<file path="src/rtl/int_ctrl_pkg.sv">
// Shared register map and per-bit detect-mode encodings for the interrupt controller.
package int_ctrl_pkg;

    localparam logic [2:0] ADDR_STATUS   = 3'd0;
    localparam logic [2:0] ADDR_MASK     = 3'd1;
    localparam logic [2:0] ADDR_MODE     = 3'd2;
    localparam logic [2:0] ADDR_RAW      = 3'd3;
    localparam logic [2:0] ADDR_COAL_THR = 3'd4;
    localparam logic [2:0] ADDR_COAL_TMO = 3'd5;

    localparam logic MODE_LEVEL = 1'b0;
    localparam logic MODE_EDGE  = 1'b1;

endpackage

</file>
<file path="src/rtl/int_coalesce.sv">
// Interrupt coalescing: event counter and pending timer, threshold/timeout compare, irq hold.
module int_coalesce #(
    parameter int unsigned CNT_W = 8
) (
    input  logic             clk,
    input  logic             rst,
    input  logic [CNT_W-1:0] thr_i,
    input  logic [CNT_W-1:0] tmo_i,
    input  logic             new_evt,
    input  logic             any_pend,
    output logic             irq_fire
);

    logic [CNT_W-1:0] ev_cnt_q, ev_cnt_d;
    logic [CNT_W-1:0] tmr_q, tmr_d;
    logic [CNT_W-1:0] thr_eff;
    logic             irq_q, irq_d;

    always_comb begin
        thr_eff  = (thr_i == '0) ? CNT_W'(1) : thr_i;
        ev_cnt_d = '0;
        tmr_d    = '0;
        irq_d    = 1'b0;
        // any_pend is next-cycle masked pending, so irq drops on the same edge STATUS empties.
        // tmr is compared before its update, which places the timeout exactly TMO cycles
        // after pending becomes visible.
        if (any_pend) begin
            ev_cnt_d = ev_cnt_q;
            if (new_evt && (ev_cnt_q != '1)) begin
                ev_cnt_d = ev_cnt_q + CNT_W'(1);
            end
            tmr_d = tmr_q;
            if (!irq_q && (tmr_q != '1)) begin
                tmr_d = tmr_q + CNT_W'(1);
            end
            irq_d = irq_q || (ev_cnt_d >= thr_eff) || ((tmo_i != '0) && (tmr_q >= tmo_i));
        end
    end

    always_ff @(posedge clk) begin
        if (rst) begin
            ev_cnt_q <= '0;
            tmr_q    <= '0;
            irq_q    <= 1'b0;
        end else begin
            ev_cnt_q <= ev_cnt_d;
            tmr_q    <= tmr_d;
            irq_q    <= irq_d;
        end
    end

    assign irq_fire = irq_q;

endmodule

</file>
<file path="src/rtl/int_ctrl_reg.sv">
// Interrupt status/mask/mode register block with per-bit edge/level detect and W1C status.
// Optional event coalescing on irq_o is enabled by defining INT_COALESCE_EN.
module int_ctrl_reg
    import int_ctrl_pkg::*;
#(
    parameter int unsigned     DW       = 8,
    parameter logic [DW-1:0]   RST_MASK = '0,
    parameter logic [DW-1:0]   RST_MODE = '0,
    parameter int unsigned     CNT_W    = 8
) (
    input  logic          clk,
    input  logic          rst,
    input  logic          cpuren_i,
    input  logic          cpuwen_i,
    input  logic [2:0]    cpuaddr_i,
    input  logic [DW-1:0] cpudi_i,
    output logic [DW-1:0] cpudo_o,
    input  logic [DW-1:0] status_i,
    input  logic          clr_i,
    output logic [DW-1:0] pend_o,
    output logic          irq_o
);

    logic [DW-1:0]    status_q, status_d;
    logic [DW-1:0]    mask_q, mask_d;
    logic [DW-1:0]    mode_q, mode_d;
    logic [DW-1:0]    sts_d_q;
    logic [DW-1:0]    evt;
    logic [DW-1:0]    clrmask;
    logic [DW-1:0]    pend_next;
    logic [DW-1:0]    rd_data;
    logic [CNT_W-1:0] thr_rd, tmo_rd;

    always_comb begin
        evt = '0;
        for (int unsigned i = 0; i < DW; i++) begin
            evt[i] = (mode_q[i] == MODE_EDGE) ? (status_i[i] & ~sts_d_q[i]) : status_i[i];
        end
        clrmask = '0;
        if (cpuwen_i && (cpuaddr_i == ADDR_STATUS)) clrmask = cpudi_i;
        if (clr_i) clrmask = '1;
        status_d  = (status_q & ~clrmask) | evt;
        mask_d    = (cpuwen_i && (cpuaddr_i == ADDR_MASK)) ? cpudi_i : mask_q;
        mode_d    = (cpuwen_i && (cpuaddr_i == ADDR_MODE)) ? cpudi_i : mode_q;
        pend_next = status_d & mask_d;
    end

    always_ff @(posedge clk) begin
        if (rst) begin
            status_q <= '0;
            mask_q   <= RST_MASK;
            mode_q   <= RST_MODE;
            sts_d_q  <= '0;
        end else begin
            status_q <= status_d;
            mask_q   <= mask_d;
            mode_q   <= mode_d;
            sts_d_q  <= status_i;
        end
    end

    assign pend_o = status_q & mask_q;

`ifdef INT_COALESCE_EN
    logic [CNT_W-1:0] thr_q, thr_d;
    logic [CNT_W-1:0] tmo_q, tmo_d;
    logic             irq_fire;

    always_comb begin
        thr_d = (cpuwen_i && (cpuaddr_i == ADDR_COAL_THR)) ? cpudi_i[CNT_W-1:0] : thr_q;
        tmo_d = (cpuwen_i && (cpuaddr_i == ADDR_COAL_TMO)) ? cpudi_i[CNT_W-1:0] : tmo_q;
    end

    always_ff @(posedge clk) begin
        if (rst) begin
            thr_q <= CNT_W'(1);
            tmo_q <= '0;
        end else begin
            thr_q <= thr_d;
            tmo_q <= tmo_d;
        end
    end

    // Unmasking an already-latched bit counts as a new event so it can re-raise irq.
    int_coalesce #(
        .CNT_W (CNT_W)
    ) u_coalesce (
        .clk      (clk),
        .rst      (rst),
        .thr_i    (thr_q),
        .tmo_i    (tmo_q),
        .new_evt  (|(pend_next & ~pend_o)),
        .any_pend (|pend_next),
        .irq_fire (irq_fire)
    );

    assign thr_rd = thr_q;
    assign tmo_rd = tmo_q;
    assign irq_o  = irq_fire;
`else
    logic irq_q, irq_d;

    always_comb begin
        irq_d = |pend_next;
    end

    always_ff @(posedge clk) begin
        if (rst) begin
            irq_q <= 1'b0;
        end else begin
            irq_q <= irq_d;
        end
    end

    assign thr_rd = '0;
    assign tmo_rd = '0;
    assign irq_o  = irq_q;
`endif

    always_comb begin
        rd_data = '0;
        case (cpuaddr_i)
            ADDR_STATUS:   rd_data = status_q;
            ADDR_MASK:     rd_data = mask_q;
            ADDR_MODE:     rd_data = mode_q;
            ADDR_RAW:      rd_data = status_i;
            ADDR_COAL_THR: rd_data[CNT_W-1:0] = thr_rd;
            ADDR_COAL_TMO: rd_data[CNT_W-1:0] = tmo_rd;
            default:       rd_data = '0;
        endcase
        cpudo_o = cpuren_i ? rd_data : '0;
    end

endmodule
</file>
<file path="config.mk">
export PLATFORM = sky130hd
export DESIGN_NAME = int_ctrl_reg
export DESIGN_NICKNAME = d
export VERILOG_FILES = /design/src/rtl/int_ctrl_pkg.sv /design/src/rtl/int_coalesce.sv /design/src/rtl/int_ctrl_reg.sv
export SDC_FILE = /design/constraint.sdc
export NUM_CORES = 1
export LEC_CHECK = 0
export CORE_MARGIN = 2
export CORE_UTILIZATION = 40
export DETAILED_ROUTE_END_ITERATION = 6
export PLACE_DENSITY_LB_ADDON = 0.15
export SETUP_SLACK_MARGIN = 0.2
export SYNTH_ARGS = -nofsm -noshare
export SYNTH_HDL_FRONTEND = slang
export SYNTH_SLANG_ARGS = --single-unit
</file>
<file path="constraint.sdc">
create_clock -name clk -period 2.52 [get_ports clk]
set_input_delay 0.504 -clock clk [delete_from_list [all_inputs] [get_ports clk]]
set_output_delay 0.504 -clock clk [all_outputs]
set_load 0.05 [all_outputs]
</file>
# Yosys cells after proc, flatten, opt, wreduce, memory -nomap -nowiden
# Index checks and enable logic that the tools add are counted.
[op_classes]
mux = 13
n_reduce_logical = 5
bitwise_logic = 21
eq_ne = 3
[ops]
columns = ["cell", "count"]
rows = [
  ["8-bit two-way mux", 4],
  ["8-bit one-hot mux with 4 select lines", 1],
  ["8-bit bitwise AND", 3],
  ["1-bit bitwise AND", 8],
  ["1-bit two-way mux", 8],
  ["1-bit inverter", 8],
  ["8-bit inverter", 1],
  ["8-bit bitwise OR", 1],
  ["8-bit OR reduction", 1],
  ["3-bit by 2-bit == test with 1-bit output (second input constant)", 2],
  ["3-bit by 1-bit == test with 1-bit output (second input constant)", 1],
  ["1-bit logical AND", 3],
  ["3-bit logical NOT", 1],
]
[totals]
wordCells = 47
out_inout_bits = 17
reg_bits = 33
in_bits = 24

# Longest topological paths before layout
# Gate-level depths: netlist (run 1).
[logic_depth]
depth_word = 9
mapped_depth = 6

# Least setup slack after synthesis (run 1)
# No wires, ideal clock.
[synth_timing]
path_type = "input-to-output"
from = "input cpuaddr_i[0]"
to = "output cpudo_o[0]"
slack_ps = -361
t_required_ps = 2016
n_path_buf = 2
t_arrival_ps = 2377
stages = 4
cell_sequence = "clkbuf_1 buf_1 a21oi_1 a211oi_1"
[synth_between]
elab_chain_cells = 3
elab_cells_between_ends = 6
classes_between = "eq/ne (3); mux (2); reduce/logical (1)"
[synth_lines]
columns = ["item", "line", "text"]
rows = [
  ["from (decl)", "int_ctrl_reg.sv:15", "input logic [2:0] cpuaddr_i,"],
  ["3-bit by 2-bit == test with 1-bit output, or another cell as far along", "int_ctrl_reg.sv:122", "case (cpuaddr_i)"],
  ["8-bit one-hot mux with 4 select lines (*)", "int_ctrl_reg.sv:122", ""],
  ["8-bit two-way mux (*)", "int_ctrl_reg.sv:131", "cpudo_o = cpuren_i ? rd_data : '0;"],
  ["to (decl)", "int_ctrl_reg.sv:17", "output logic [DW-1:0] cpudo_o,"],
]
# Mark *: on every way between the ends. The rest lies on a longest branch, timed or not.

# Worst setup path after layout (run 1)
[layout_timing]
from = "input cpuaddr_i[0]"
to = "output cpudo_o[6]"
# Same word-level chain as after synthesis.

==> results.cfg, run 1 <==
[yosys]
ys_ff_latch = 33
syn_nets = 209
yosysTopAreaCellShare = 0.390
yosys.area.top_type = dfxtp_1
synth_area_leaders = dfxtp_1, mux2i_1, nor2b_1
ys_seq_area_frac = 0.390
postSynthAreaPerCell_um2 = 9.15
synth-async-reset-ratio = 0
synth-edff-count = 0
ys_types = 22
syn-instance-count = 185
syn_area_um2 = 1690
yosysWarnings = 0
synthFlopType = dfxtp_1

[layout]
syn2layout_area_growth_pct = 52.6
drive_gt1_frac = 0.243
n_antenna_cell = 0
fillers = 340
fin_area_um2 = 2580
multi_input_area_um2 = 1100
fin_util = 0.641
fin_nets = 258
seq_area_um2 = 661

[power]
p_sw_frac = 0.264
p_switching_w = 0.000357
pwr-share-clk = 0.389
p_int_w = 0.000993
powerDensity_nw_per_um2 = 523
ir_worst_vdd_mv = 0.362
power_frac_comb = 0.197
seqPwrFrac = 0.414
power.leakage_nw = 0.899
finalPower_w = 0.00135

[setup_path]
cp-end-kind = primary output
path_max_fanout = 17
cp-start-kind = input pin
r2r-start = status_q[5]$_SDFF_PP0_
ff2ff_path_depth = 4
rrSetupSlack_ps = 1130
critPathKind = input pin to primary output
arrival_ps = 1740
rr_endpoint = irq_o$_SDFF_PP0_
cp.required_ps = 2020

[die]
start_util = 0.420
coreArea_um2 = 4030
chipWidth_um = 69.1
fp.dieArea_um2 = 4770
num_rows = 23
ios = 41
dieHeight_um = 69.1

[clocking]
clkLatencyLatePin_ps = 290
cts_setup_buffers = 0
cts_root_buf = clkbuf_8
clockBufferDepth = 2
cts_tree = built
cts.sinks = 33
htree_levels = 2
path_clk_slew_ps = 70
ctsHoldBuffers = 0
cts_buffers = 5

[global_route]
grt_pass1_wl_um = 8040
overflow = 0
grt_max_degree = 34
grt_pass1_vias = 1667
antenna_found_initial = 0
grt_usage = 0.211

[route]
viasPerCell = 5.46
drtIter0Drc = 40
detail_route.wl_per_cell_um = 17.0
drc = 0
drt.antenna.violating_nets = 0
dr_total_vias = 1555
first_pass_iters = 4
wl_um = 4840

[worst_hold_path]
whs_endpoint = mode_q[5]$_SDFFE_PP0P_
hold_path_depth = 2
hp-class = flop to flop
min-delay-start = mode_q[5]$_SDFFE_PP0P_

[placed_design]
placed_cell_area_um2 = 2350
numPortBuffers = 40
dp_slack_ps = -95.7
gp_congestion = 0.862
detailed_place_hpwl_um = 3390

[sta]
setup_viol = 0
tightest_slew_ps = 503
fin_skew_ps = 5.45
rsz0062_at_grt = yes
finalCriticalPeriod_ps = 2240
slew_viol_final = 0
slew-limit-headroom = 0.664
timing.final.ws_setup_ps = 280
fmax_mhz = 447
period_share = 0.889
final-hold-violation-count = 0

[run]
timing.max_cap.violations = 0

[run_status]
outcome = finished clean
==> metrics by stage <==
stage | TNS (ps) | hold slack (ps) | instances
after detailed placement | -95.7 | 499 | 277
after CTS | 0 | 526 | 285
after floorplan | 0 | 470 | 185
after global placement | -2.50 | 484 | 277
final | 0 | 522 | 285
after global routing | 0 | 562 | 285
==> worst max-delay path, stage by stage <==
cell and delay, ps:
dlygate4sd2_1 290, buf_6 190, nor3b_1 200, a21oi_1 100
a211oi_4 270, buf_12 170
==> kinds of logic (layout without fill, tap and decap cells) <==
group,Yosys count,count (layout),synth area share
and+or+nand+nor,76,76,0.268
AOI/OAI and AO/OA,45,45,0.202
DFF,33,33,0.390
muxes,16,16,0.0946
buffers and inverters,15,65,0.0458
==> registers in the layout, summed over array words and instances (netlist names) <==
| signal | cells |
|---|---|
| mask_q | 8 |
| mode_q | 8 |
| status_q | 8 |
| sts_d_q | 8 |
| irq_o | 1 |
==> power by group through the flow <==
stage / clock network (W) / logic [W] / registers (W)
6_report: 0.000525 / 0.000266 / 0.000559
5_1_grt: 0.000557 / 0.000283 / 0.000561
4_1_cts: 0.000534 / 0.000261 / 0.000558
3_5_place_dp: 0 / 0.000244 / 0.000570
3_3_place_gp: 0 / 0.000239 / 0.000568
2_1_floorplan: 0 / 0.000128 / 0.000570
==> synthesized netlist by cell type (4+ instances only) <==
master	n
a211oi_1	19
a211oi_2	5
a21boi_0	8
a21oi_1	8
and2_1	8
clkbuf_1	8
dfxtp_1	33
mux2i_1	16
nor2_1	24
nor2b_1	24
nor3b_1	16
o22ai_1	4
==> routing by layer <==
layer,part of all wire,GRT usage
met5,0,0
met2,0.50,0.356
met3,0.046,0.0643
met1,0.43,0.253
met4,0.019,0.0719
==> final cells by class <==
type                            instances  area share
Clock buffer                            6      0.0320
Clock inverter                          2      0.0145
Inverter                                1     0.00145
Multi-Input combinational cell        137       0.427
Sequential cell                        33       0.256
Tap cell                               50      0.0242
Timing Repair Buffer                   56       0.245
==> cells in the final DEF (no fill, tap or decap), drive strengths merged, types with 3 or more instances in the layout <==
cell type / instances
nor2: 24
clkdlybuf4s50: 28
a21oi: 8
nor2b: 24
buf: 24
a211oi: 24
dlygate4sd2: 3
a21boi: 8
o22ai: 4
and2: 8
clkbuf: 6
mux2i: 16
nor3b: 16
dfxtp: 33
==> worst max path at each step <==
stage	startpoint	endpoint	slack [ps]	cells after the start
finish	cpuaddr_i[0]	cpudo_o[6]	280	6
global route	cpuaddr_i[0]	cpudo_o[6]	190	6
CTS	cpuaddr_i[0]	cpudo_o[6]	270	6
detailed placement	cpuaddr_i[1]	irq_o$_SDFF_PP0_	-100	5
global placement	cpuaddr_i[1]	irq_o$_SDFF_PP0_	-3	5
floorplan	cpuaddr_i[0]	cpudo_o[1]	100	4
==> what timing repair did <==
| item | in CTS | in global routing |
|---|---|---|
| endpoints found under the hold margin | 0 | 0 |
| resized for setup | 17 | 8 |
| pin swaps | 8 | 4 |
| endpoints found under the setup margin | 8 | 6 |
Note: power is estimated with default switching activity, not from simulation.
==> run 2, diff against run 1 <==
==> constraint.sdc (replaced) <==
create_clock -name clk -period 2.15 [get_ports clk]
set_input_delay 0.43 -clock clk [delete_from_list [all_inputs] [get_ports clk]]
set_output_delay 0.43 -clock clk [all_outputs]
set_load 0.05 [all_outputs]
==> run 2 against run 1 <==
Critical endpoint is now irq_o$_SDFF_PP0_. First-iteration DRC count grew 50%. Worst hold slack worse by 3.1 ps. Flip-flop and latch count stayed put. Count of clock-buffer cells in the layout is 1 higher. Register-to-register slack lost 470 ps. Utilization rose by 6.1 points. Non-clock buffer count is 14 higher.
==> results.cfg, run 2 (synthesis gave the netlist of run 1 again) <==
[setup_path]
path_cells = buf_6 -> buf_4 -> or4b_4 -> a211oi_4 -> o22ai_2 -> o41a_1
ff2ff_path_depth = 4
path_max_fanout = 8
cp-end-kind = flop
rr_endpoint = irq_o$_SDFF_PP0_
arrival_ps = 2150
cp-start-kind = input pin
critical_path_cell_count = 6
crit_buf_inv = 2
startpoint = cpuaddr_i[2]
cp-endpoint = irq_o$_SDFF_PP0_
cp_top_family = compound AO/OA/AOI/OAI gates
cpMaxStageDelayCell = or4b_4
critPathKind = input pin to flop
cp.required_ps = 2320
rrSetupSlack_ps = 660
r2r-start = status_q[0]$_SDFF_PP0_
max_stage_delay_ps = 600

[placed_design]
detailed_place_hpwl_um = 3680
gp_congestion = 0.816
place_inst = 285
placed_cell_area_um2 = 2490
numPortBuffers = 40

[route]
wl_um = 5530
viasPerCell = 5.64
drc = 0
first_pass_iters = 4
detail_route.wl_per_cell_um = 18.5
drt.antenna.violating_nets = 0
dr_total_vias = 1685
drtIter0Drc = 60

[layout]
final_common_cell = dfxtp_1
layout_common_cells = dfxtp_1, nor2_1, nor2b_1
drive_gt1_frac = 0.361
final_cells = 299
fin_nets = 272
n_antenna_cell = 0
fillers = 307
fin_area_um2 = 2830
syn2layout_area_growth_pct = 67.0

[run_status]
outcome = finished clean

[die]
fp.dieArea_um2 = 4770
ios = 41
coreArea_um2 = 4030
start_util = 0.420
chipWidth_um = 69.1
dieHeight_um = 69.1
num_rows = 23

[global_route]
grt_max_degree = 17
grt.busiest_layer = met2
grt_util_met3 = 0.0629
overflow = 0
antenna_found_initial = 0
use_met2 = 0.424
grt_usage = 0.248
grt_pass1_vias = 1873
use_met1 = 0.291
grt_pass1_wl_um = 9270

[sta]
slew-limit-headroom = 0.671
slew_viol_final = 0
rsz0062_at_grt = yes
final-hold-violation-count = 0
finalCriticalPeriod_ps = 1980
setup_viol = 0
tightest_slew_ps = 492
fin_skew_ps = 1.82
period_share = 0.922
fmax_mhz = 504

[run]
timing.max_cap.violations = 0

[clocking]
cts_buffers = 5
clockBufferDepth = 2
ctsHoldBuffers = 0
path_clk_slew_ps = 70
htree_levels = 2
clkLatencyLatePin_ps = 290
cts.sinks = 33
cts_tree = built
cts_root_buf = clkbuf_8

[power]
ir_worst_vdd_mv = 0.400
finalPower_w = 0.00156
powerDensity_nw_per_um2 = 551
power.leakage_nw = 1.05

[worst_hold_path]
hold_path_depth = 2
hp-class = flop to flop
==> run 2: changes by cell type in the layout (fill, tap and decap cells not counted), sizes merged <==
cell,before,now
buf,24,39
bufbuf,0,2
bufinv,1,0
clkbuf,6,7
clkdlybuf4s15,0,1
clkdlybuf4s50,28,19
clkinv,0,1
clkinvlp,1,0
dlygate4sd2,3,9
dlymetal6s2s,1,0
==> run 2: what timing repair did <==
item,in CTS,in global routing
gates cloned,2,0
endpoints found under the setup margin,17,8
gates resized for setup,53,8
pin swaps,13,7
buffers inserted,4,0
==> run 2: how the worst min path moves through the flow <==
stage | from | slack (ps) | endpoint
2_1_floorplan | mode_q[0]$_SDFFE_PP0P_ | 470 | mode_q[0]$_SDFFE_PP0P_
3_3_place_gp | mode_q[3]$_SDFFE_PP0P_ | 480 | mode_q[3]$_SDFFE_PP0P_
6_report | mode_q[1]$_SDFFE_PP0P_ | 520 | mode_q[1]$_SDFFE_PP0P_
5_1_grt | mode_q[1]$_SDFFE_PP0P_ | 550 | mode_q[1]$_SDFFE_PP0P_
3_5_place_dp | mode_q[1]$_SDFFE_PP0P_ | 510 | mode_q[1]$_SDFFE_PP0P_
4_1_cts | mode_q[1]$_SDFFE_PP0P_ | 520 | mode_q[1]$_SDFFE_PP0P_
==> run 2: per-stage QoR <==
stage               worst slack [ps]  setup TNS (ps)  hold slack (ps)  utilization
floorplan                        176               0              470            -
global placement                -250           -1650              484        0.618
detailed placement              -339           -1970              506        0.618
CTS                              199               0              522        0.693
global route                     147               0              549        0.702
finish                           167               0              519        0.702
==> run 2: area by class of cell <==
cell class	count	area, um^2	share of cell area
inverter	1	3.75	0.00133
timing repair buffer	70	798	0.282
tap	50	62.6	0.0221
clock buffer	7	96.3	0.0341
clock inverter	1	5.00	0.00177
multi-input combinational	137	1200	0.425
sequential	33	661	0.234
==> run 2: worst register-to-register path, cell delays in order (launching register included) <==
cell	delay (ps)
dfxtp_1	320
nor2b_1	160
a211oi_4	310
o22ai_2	150
o41a_1	430
==> run 2: where the power goes <==
group          leakage [nW]  internal (W)  switching, W
clock network        0.0542      0.000289      0.000236
registers             0.271      0.000639     0.0000183
logic                 0.728      0.000188      0.000186
==> run 2: per-layer routing <==
metal / part of all wire / vias up
met5: 0 / -
met4: 0.031 / 0
met3: 0.053 / 17
met2: 0.50 / 64
met1: 0.42 / 824
li1: - / 780
==> run 3, diff against run 2 <==
--- a/config.mk
+++ b/config.mk
@@ -8,7 +8,7 @@
 export CORE_MARGIN = 2
 export CORE_UTILIZATION = 40
 export DETAILED_ROUTE_END_ITERATION = 6
-export PLACE_DENSITY_LB_ADDON = 0.15
+export PLACE_DENSITY = 0.68
 export SETUP_SLACK_MARGIN = 0.2
 export SYNTH_ARGS = -nofsm -noshare
 export SYNTH_HDL_FRONTEND = slang
==> run 3 against run 2 <==
Die area stayed put. Sequential power hardly changed. Flip-flop and latch count stayed put. Worst hold slack worse by 60 ps. Global-route usage is 1.7 points lower. Combinational power hardly changed. Sequential share of layout area is 0.16 points higher. Cell count stayed put. Register-to-register slack better by 50 ps. Fmax is 3.1% higher. Worst setup slack better by 60 ps. Power is 3.4% lower. Highest routed layer unchanged.
==> results.cfg, run 3 (synthesis gave the netlist of run 1 again) <==
[power]
seqPwrFrac = 0.436
p_switching_w = 0.000425
power_frac_comb = 0.247
p_int_w = 0.00108
p_sw_frac = 0.283
power.leakage_nw = 1.06
powerDensity_nw_per_um2 = 536
ir_worst_vdd_mv = 0.403
pwr-share-clk = 0.317

[die]
chipWidth_um = 69.1
fp.dieArea_um2 = 4770
coreArea_um2 = 4030
ios = 41
dieHeight_um = 69.1
start_util = 0.420
num_rows = 23

[clocking]
cts_buffers = 5
cts.sinks = 33
cts_tree = built
ctsHoldBuffers = 0
clkLatencyLatePin_ps = 290
path_clk_slew_ps = 60
clockBufferDepth = 2
cts_root_buf = clkbuf_8
htree_levels = 2

[sta]
fin_setup_tns_ps = 0
finalCriticalPeriod_ps = 1920
period_share = 0.895
final-hold-violation-count = 0
slew_viol_final = 0
slew-limit-headroom = 0.662
timing.final.ws_setup_ps = 227
fin_skew_ps = 6.61
fmax_mhz = 520
rsz0062_at_grt = no
setup_viol = 0
tightest_slew_ps = 510

[global_route]
antenna_found_initial = 0
grt_pass1_wl_um = 8650
overflow = 0
grt_util_met3 = 0.0585
use_met1 = 0.281
grt_max_degree = 34
grt.busiest_layer = met2
use_met2 = 0.391
grt_pass1_vias = 1707
grt_usage = 0.231

[setup_path]
cp.required_ps = 2320
path_max_fanout = 8
path_cells = clkdlybuf4s15_1 -> or4b_4 -> buf_6 -> a211oi_4 -> o22ai_2 -> o41a_1
max_stage_delay_ps = 600
cp_top_family = compound AO/OA/AOI/OAI gates
arrival_ps = 2090
critPathKind = input pin to flop
cp-start-kind = input pin
crit_buf_inv = 2
cp-end-kind = flop
cpMaxStageDelayCell = or4b_4

[run]
timing.max_cap.violations = 0

[layout]
multi_input_area_um2 = 1190
n_antenna_cell = 0
final_cells = 299
drive_gt1_frac = 0.329
fillers = 324
fin_area_um2 = 2810
final_common_cell = dfxtp_1
seq_area_um2 = 661
syn2layout_area_growth_pct = 65.9
layout_common_cells = dfxtp_1, nor2_1, nor2b_1
fin_nets = 273

[route]
wl_um = 5350
detail_route.wl_per_cell_um = 17.9
first_pass_iters = 4
drt.antenna.violating_nets = 0
viasPerCell = 5.33
drtIter0Drc = 71
drc = 0
dr_total_vias = 1594

[placed_design]
placed_cell_area_um2 = 2470
place_inst = 283
dp_slack_ps = -357
detailed_place_hpwl_um = 3320
numPortBuffers = 40
gp_congestion = 0.825

[run_status]
outcome = finished clean

[worst_hold_path]
hp-class = input pin to flop
-- run 3: area by class of cell --
class | instances | share of cell area
well taps | 50 | 0.0223
multi-input cells | 137 | 0.424
flip-flops and latches | 33 | 0.235
clock buffers | 7 | 0.0307
repair buffers | 71 | 0.287
inverters | 1 | 0.00134
-- run 3: power by group through the flow --
stage | clock (W) | sequential [W] | combinational [W]
floorplan | 0 | 0.000668 | 0.000170
global placement | 0 | 0.000666 | 0.000311
detailed placement | 0 | 0.000668 | 0.000317
CTS | 0.000477 | 0.000655 | 0.000344
global route | 0.000515 | 0.000659 | 0.000392
finish | 0.000477 | 0.000656 | 0.000371
-- run 3: routing by layer --
metal / up-vias / share of wire
met2: 40 / 0.51
met1: 772 / 0.43
met4: 0 / 0.019
li1: 771 / -
met5: - / 0
met3: 11 / 0.041
-- run 3: worst paths after layout --
check	cells past startpoint	start	slack, ps	end
setup reg to reg	4	mode_q[6]$_SDFFE_PP0P_	710	irq_o$_SDFF_PP0_
hold / removal	2	status_i[4]	460	sts_d_q[4]$_SDFF_PP0_
hold reg to reg	2	mode_q[1]$_SDFFE_PP0P_	520	mode_q[1]$_SDFFE_PP0P_
setup / recovery	6	cpuwen_i	230	irq_o$_SDFF_PP0_
-- run 3: what timing repair did --
| action | 4_1_cts | 5_1_grt |
|---|---|---|
| setup endpoints to repair | 17 | 9 |
| pin swaps | 8 | 8 |
| gates resized for setup | 40 | 23 |
| cloned | 2 | 1 |
| buffers inserted | 3 | 3 |
-- run 3: through the flow --
step | utilization | hold WS [ps] | total power, W
6_report | 0.697 | 459 | 0.00150
5_1_grt | 0.697 | 475 | 0.00157
4_1_cts | 0.661 | 533 | 0.00148
3_5_place_dp | 0.614 | 519 | 0.000985
3_3_place_gp | 0.614 | 487 | 0.000977
2_1_floorplan | - | 470 | 0.000838
